===== config.mk =====
export PLATFORM = sky130hd
export DESIGN_NAME = packet_planner_space_release_flat
export DESIGN_NICKNAME = d
export VERILOG_FILES = /design/src/rtl/packet_planner_space_release_if.sv /design/src/rtl/packet_planner_space_release.sv /design/src/flat_wrapper.sv
export SDC_FILE = /design/constraint.sdc
export NUM_CORES = 2
export LEC_CHECK = 0
export CAP_MARGIN = 25
export CORE_ASPECT_RATIO = 1.2
export CORE_MARGIN = 1
export CORE_UTILIZATION = 40
export DETAILED_ROUTE_END_ITERATION = 16
export SYNTH_ARGS = -nofsm -noshare
export SYNTH_HDL_FRONTEND = slang
export SYNTH_SLANG_ARGS = --single-unit
export TNS_END_PERCENT = 5

===== constraint.sdc =====
create_clock -name clk -period 11.7 [get_ports clk]
set_input_delay 1.755 -clock clk [delete_from_list [all_inputs] [get_ports clk]]
set_output_delay 1.755 -clock clk [all_outputs]
set_load 0.01 [all_outputs]

===== src/rtl/packet_planner_space_release_if.sv =====
// Descriptor intake, completion reports and release-pointer status between the
// packet planner, the buffer consumer and the space-release block.
interface packet_planner_space_release_if #(
    parameter int ITEMS      = 2,
    parameter int ADDR_WIDTH = 12,
    parameter int LEN_WIDTH  = 14,
    parameter int FIFO_ITEMS = 64
);
    localparam int CNT_W = $clog2(ITEMS + 1);
    localparam int OCC_W = $clog2(FIFO_ITEMS) + 1;

    logic [ITEMS*(ADDR_WIDTH+LEN_WIDTH)-1:0] rx_data;
    logic [ITEMS-1:0]                        rx_vld;
    logic                                    rx_src_rdy;
    logic                                    rx_dst_rdy;
    logic [CNT_W-1:0]                        done_cnt;
    logic                                    done_vld;
    logic [ADDR_WIDTH-1:0]                   rd_ptr;
    logic [OCC_W-1:0]                        occupancy;
    logic                                    err_underflow;

    modport master (
        output rx_data, rx_vld, rx_src_rdy, done_cnt, done_vld,
        input  rx_dst_rdy, rd_ptr, occupancy, err_underflow
    );

    modport slave (
        input  rx_data, rx_vld, rx_src_rdy, done_cnt, done_vld,
        output rx_dst_rdy, rd_ptr, occupancy, err_underflow
    );
endinterface


===== src/rtl/packet_planner_space_release.sv =====
// Holds planned packet descriptors in order and advances the buffer release
// pointer as the consumer reports completed packets.
module packet_planner_space_release #(
    parameter int ITEMS      = 2,
    parameter int SPACE_SIZE = 4096,
    parameter int ADDR_WIDTH = $clog2(SPACE_SIZE),
    parameter int LEN_WIDTH  = 14,
    parameter int ALIGN      = 8,
    parameter int FIFO_ITEMS = 64
) (
    input  logic                          clk,
    input  logic                          rst,
    packet_planner_space_release_if.slave bus
);
    localparam int PTR_W  = $clog2(FIFO_ITEMS) + 1;
    localparam int IDX_W  = $clog2(FIFO_ITEMS);
    localparam int DESC_W = ADDR_WIDTH + LEN_WIDTH;
    localparam int SUM_W  = ((ADDR_WIDTH > LEN_WIDTH) ? ADDR_WIDTH : LEN_WIDTH) + 1;

    logic [DESC_W-1:0]     r_mem [FIFO_ITEMS];
    logic [PTR_W-1:0]      r_wr_ptr;
    logic [PTR_W-1:0]      r_rd_ptr;
    logic [ADDR_WIDTH-1:0] r_rel_addr;
    logic                  r_dst_rdy;
    logic                  r_err;

    logic                  w_push;
    logic [PTR_W-1:0]      w_occ;
    logic [PTR_W-1:0]      w_occ_next;
    logic [PTR_W-1:0]      w_push_cnt;
    logic [PTR_W-1:0]      w_pop_cnt;
    logic [PTR_W-1:0]      w_done_ext;
    logic [PTR_W-1:0]      w_slot [ITEMS];
    logic [DESC_W-1:0]     w_last;

    // End of a descriptor's allocation: address plus length rounded up to ALIGN,
    // wrapped into the buffer.
    function automatic logic [ADDR_WIDTH-1:0] release_ptr(input logic [DESC_W-1:0] d);
        logic [SUM_W-1:0] len_al;
        logic [SUM_W-1:0] sum;
        len_al = (SUM_W'(d[DESC_W-1:ADDR_WIDTH]) + SUM_W'(ALIGN - 1)) & ~SUM_W'(ALIGN - 1);
        sum    = SUM_W'(d[ADDR_WIDTH-1:0]) + len_al;
        return sum[ADDR_WIDTH-1:0];
    endfunction

    always_comb begin
        w_occ      = r_wr_ptr - r_rd_ptr;
        w_push     = bus.rx_src_rdy & r_dst_rdy;
        w_push_cnt = '0;
        // Valid items are packed into consecutive slots in item order.
        for (int i = 0; i < ITEMS; i++) begin
            w_slot[i] = r_wr_ptr + w_push_cnt;
            if (w_push && bus.rx_vld[i]) w_push_cnt = w_push_cnt + PTR_W'(1);
        end
        w_done_ext = PTR_W'(bus.done_cnt);
        w_pop_cnt  = '0;
        if (bus.done_vld) w_pop_cnt = (w_done_ext > w_occ) ? w_occ : w_done_ext;
        w_last     = r_mem[IDX_W'(r_rd_ptr + w_pop_cnt - PTR_W'(1))];
        w_occ_next = w_occ + w_push_cnt - w_pop_cnt;
    end

    always_ff @(posedge clk) begin
        for (int i = 0; i < ITEMS; i++) begin
            if (w_push && bus.rx_vld[i])
                r_mem[IDX_W'(w_slot[i])] <= bus.rx_data[i*DESC_W +: DESC_W];
        end
    end

    always_ff @(posedge clk or posedge rst) begin
        if (rst) begin
            r_wr_ptr   <= '0;
            r_rd_ptr   <= '0;
            r_rel_addr <= '0;
            r_dst_rdy  <= 1'b0;
            r_err      <= 1'b0;
        end else begin
            r_wr_ptr  <= r_wr_ptr + w_push_cnt;
            r_rd_ptr  <= r_rd_ptr + w_pop_cnt;
            // Ready depends only on registered state, never on this cycle's inputs.
            r_dst_rdy <= (PTR_W'(FIFO_ITEMS) - w_occ_next) >= PTR_W'(ITEMS);
            if (w_pop_cnt != '0) r_rel_addr <= release_ptr(w_last);
            if (bus.done_vld && (w_done_ext > w_occ)) r_err <= 1'b1;
        end
    end

    assign bus.rx_dst_rdy    = r_dst_rdy;
    assign bus.rd_ptr        = r_rel_addr;
    assign bus.occupancy     = w_occ;
    assign bus.err_underflow = r_err;
endmodule


===== src/flat_wrapper.sv =====
// flat-port wrapper written by rule: the top's interface ports become plain ports
module packet_planner_space_release_flat 
#(
    parameter int ITEMS      = 2,
    parameter int SPACE_SIZE = 4096,
    parameter int ADDR_WIDTH = $clog2(SPACE_SIZE),
    parameter int LEN_WIDTH  = 14,
    parameter int ALIGN      = 8,
    parameter int FIFO_ITEMS = 64
)
  (clk, rst, bus_rx_data, bus_rx_vld, bus_rx_src_rdy, bus_done_cnt, bus_done_vld, bus_rx_dst_rdy, bus_rd_ptr, bus_occupancy, bus_err_underflow);
  packet_planner_space_release_if #(.ITEMS(ITEMS), .ADDR_WIDTH(ADDR_WIDTH), .LEN_WIDTH(LEN_WIDTH), .FIFO_ITEMS(FIFO_ITEMS)) bus_i ();
  input  logic clk;
  input  logic rst;
  input wire logic [$bits(bus_i.rx_data)-1:0] bus_rx_data;
  input wire logic [$bits(bus_i.rx_vld)-1:0] bus_rx_vld;
  input wire logic [$bits(bus_i.rx_src_rdy)-1:0] bus_rx_src_rdy;
  input wire logic [$bits(bus_i.done_cnt)-1:0] bus_done_cnt;
  input wire logic [$bits(bus_i.done_vld)-1:0] bus_done_vld;
  output wire logic [$bits(bus_i.rx_dst_rdy)-1:0] bus_rx_dst_rdy;
  output wire logic [$bits(bus_i.rd_ptr)-1:0] bus_rd_ptr;
  output wire logic [$bits(bus_i.occupancy)-1:0] bus_occupancy;
  output wire logic [$bits(bus_i.err_underflow)-1:0] bus_err_underflow;
  assign bus_i.rx_data = bus_rx_data;
  assign bus_i.rx_vld = bus_rx_vld;
  assign bus_i.rx_src_rdy = bus_rx_src_rdy;
  assign bus_i.done_cnt = bus_done_cnt;
  assign bus_i.done_vld = bus_done_vld;
  assign bus_rx_dst_rdy = bus_i.rx_dst_rdy;
  assign bus_rd_ptr = bus_i.rd_ptr;
  assign bus_occupancy = bus_i.occupancy;
  assign bus_err_underflow = bus_i.err_underflow;
  packet_planner_space_release #(.ITEMS(ITEMS), .SPACE_SIZE(SPACE_SIZE), .ADDR_WIDTH(ADDR_WIDTH), .LEN_WIDTH(LEN_WIDTH), .ALIGN(ALIGN), .FIFO_ITEMS(FIFO_ITEMS)) u_core (.clk(clk), .rst(rst), .bus(bus_i));
endmodule

==> results.toml <==
[timing]
fin_skew_ns = 0.02928
drv_slew = 0
fin_crit_ns = 10.20
rsz0062_at_grt = "false"
worst_pin_slew_ns = 1.239
whs_ns = 0.4647
max_freq_mhz = 98.01
fin_crit_sh_pct = 87.20
tns_ns = 0
finalHoldViolations = 0
max_slew_margin_pct = 16.89
setup_violations = 0

[placed_design]
placed_cell_area_mm2 = 0.08488
dp_hpwl_um = 142300
routabilityCongestion = 0.9145
io_buffers = 76

[layout]
final_area_mm2 = 0.09008
multi_input_area_mm2 = 0.03213
num-fill-cells = 17540
fin_util_pct = 44.79
drive_gt1_share_pct = 52.52
layout.area.seq_mm2 = 0.04682
area_delta_synth_final_pct = 10.96
nets = 4913

[power_and_ir_drop]
p_leak_nw = 28.93
power_density_mw_per_mm2 = 288.7
total_power_mw = 26.01
worst_ir_drop_vdd_mv = 0.5023

[global_route]
antenna_found_initial = 11
grt_use_total_pct = 24.41
grt_max_degree = 82
grt_pass1_wl_um = 353300
grt-ovfl-total = 0
grt_pass1_vias = 46160

[worst_setup_path]
worstPathArrival_ns = 10.92
worstPathMaxFanout = 36
slowest_stage = "ha_4"
startpoint = "u_core.r_wr_ptr[0]"
max_stage_delay_ns = 0.91
criticalPathCategory = "reg2reg"
worstSetupEndpointType = "register"
rr_worst_depth = 39
worstPathRequired_ns = 12.42
reg2reg_to = "u_core.bus.rd_ptr[11]"
startpoint_type = "register"
endpoint = "u_core.bus.rd_ptr[11]"
r2r_slack_ns = 1.50
rr_startpoint = "u_core.r_wr_ptr[0]"
cpMostUsedCell = "a21oi_1"

[die]
die_area_mm2 = 0.2048
start_util_pct = 40.37
die_x_um = 413.3
core_area_mm2 = 0.2011
num_rows = 180
io_pins = 81
fp.dieH_um = 495.5

[clock_network]
clockRootBuffer = "clkbuf_16"
htreeDepth = 4
cts.sink_count = 1564
cts_tree = "yes"
insertion_delay_ns = 0.83
clk_pin_slew_ns = 0.06
cts_resized = 0
cts.hold.buffers_added = 0
clockBufferDepth = 3
post_cts_buffers = 0
cts_buffers = 166

[synthesis]
synth-edff-count = 1536
synth_top_area_share_pct = 56.81
synthCells = 4932
synth.avg_cell_area_um2 = 16.46
synth-main-ff-cell = "edfxtp_1"
yosysMostFrequentCell = "mux2_2"
yosys_register_bits = 1564
synthTopCellsByCount = "1548 x mux2_2, 1536 x edfxtp_1, 448 x clkbuf_1, 403 x mux4_2, 125 x nand2_1"
synth-async-reset-ratio_pct = 1.790
synthTopCellsByArea = "edfxtp_1 57%, mux2_2 21%, mux4_2 11%"
ys_seq_area_share_pct = 57.68
netlist_area_mm2 = 0.08119
yosysTopAreaCell = "edfxtp_1"
ys_warn_count = 0
synth.distinct_cells = 80

[run]
drv_cap = 0

[min_path]
hp-class = "reg2reg"

[detailed_routing]
dr_total_vias = 45810
drc = 0
drtPass1Iterations = 5
drt_iter0_drc = 5108
wl_per_cell_um = 33.06
postRouteAntennaNets = 0
viasPerCell = 6.044
routed_wl_um = 250600

[status]
status = "finished clean"
[how the worst min path moves through the flow]
stage	depth (start not counted)	startpoint	end
3_3_place_gp	1	u_core.bus.err_underflow	u_core.bus.err_underflow
5_1_grt	1	u_core.bus.err_underflow	u_core.bus.err_underflow
3_5_place_dp	1	u_core.bus.err_underflow	u_core.bus.err_underflow
4_1_cts	1	u_core.bus.err_underflow	u_core.bus.err_underflow
6_report	1	u_core.bus.err_underflow	u_core.bus.err_underflow
2_1_floorplan	1	u_core.r_wr_ptr[6]	u_core.r_wr_ptr[6]
[routing by layer]
layer | wire length [µm] | part of all wire, % | GRT usage, % | vias up
met2 | 122500 | 49 | 40.30 | 1831
met1 | 99560 | 40 | 31.77 | 24370
met5 | 22 | 0.0088 | 0 | -
li1 | - | - | - | 19230
met4 | 10350 | 4.1 | 9.721 | 4
met3 | 18180 | 7.3 | 4.400 | 383
[stage by stage]
step / worst slack, ns / std cells
after detailed placement: 1.357 / 7275
after global placement: 1.305 / 7274
after CTS: 1.657 / 7575
final: 1.497 / 7580
after global routing: 1.110 / 7576
after floorplan: 2.545 / 4938
[registers in the layout (all words and copies together) (netlist names)]
| signal | flops |
|---|---|
| u_core.r_wr_ptr | 7 |
| u_core.r_mem | 1536 |
| u_core.bus.err_underflow | 1 |
| u_core.bus.rx_dst_rdy | 1 |
| u_core.bus.rd_ptr | 12 |
| u_core.r_rd_ptr | 7 |
[layout make-up]
| cell class | count | share of cell area [%] |
|---|---|---|
| Multi-Input combinational cell | 2709 | 35.67 |
| Clock buffer | 211 | 4.940 |
| Antenna cell | 4 | 0.01111 |
| Timing Repair Buffer | 317 | 2.722 |
| Sequential cell | 1564 | 51.98 |
| Tap cell | 2639 | 3.665 |
| Inverter | 47 | 0.1958 |
| Clock inverter | 89 | 0.8153 |
[cell usage in the layout, fill, tap and decap left out, types with 39 or more instances in the layout]
cell          n
mux2_2     1548
ha_1         39
buf_2        48
mux4_2      403
inv_1        45
buf_4       230
nand2_1     122
mux2i_1      56
edfxtp_1   1536
nor2_1       56
clkinv_1     43
clkbuf_16   172
clkbuf_1     39
[worst max-delay path: cells and delay by family (launching register included)]
kind | cells | cell delay [ns]
buf+inv | 6 | 1.03
compound gates | 16 | 2.92
simple gates | 7 | 1.49
xor+xnor | 2 | 0.60
fa+ha+maj | 8 | 3.44
flops | 1 | 0.56
[logic make-up (layout without fill, tap and decap cells)]
logic type / after synthesis / count (layout) / share of synthesized area [%]
other: 2 / 12 / 0.009250
DFF: 1564 / 1564 / 57.68
adders and majority gates: 48 / 48 / 0.8045
muxes: 2011 / 2011 / 33.47
and+or+nand+nor: 370 / 370 / 2.182
AOI/OAI and AO/OA: 230 / 230 / 1.930
xor gates and xnor gates: 42 / 42 / 0.5147
buffers and inverters: 665 / 664 / 3.414
[where the power goes]
group	total (mW)	leakage, nW	switching [mW]	internal, mW
logic	14.3	12.3	8.63	5.63
registers	6.59	14.2	0.131	6.46
clock network	5.16	2.53	2.25	2.91
total	26.0	28.9	11.0	15.0
(Power assumes the default switching activity.)
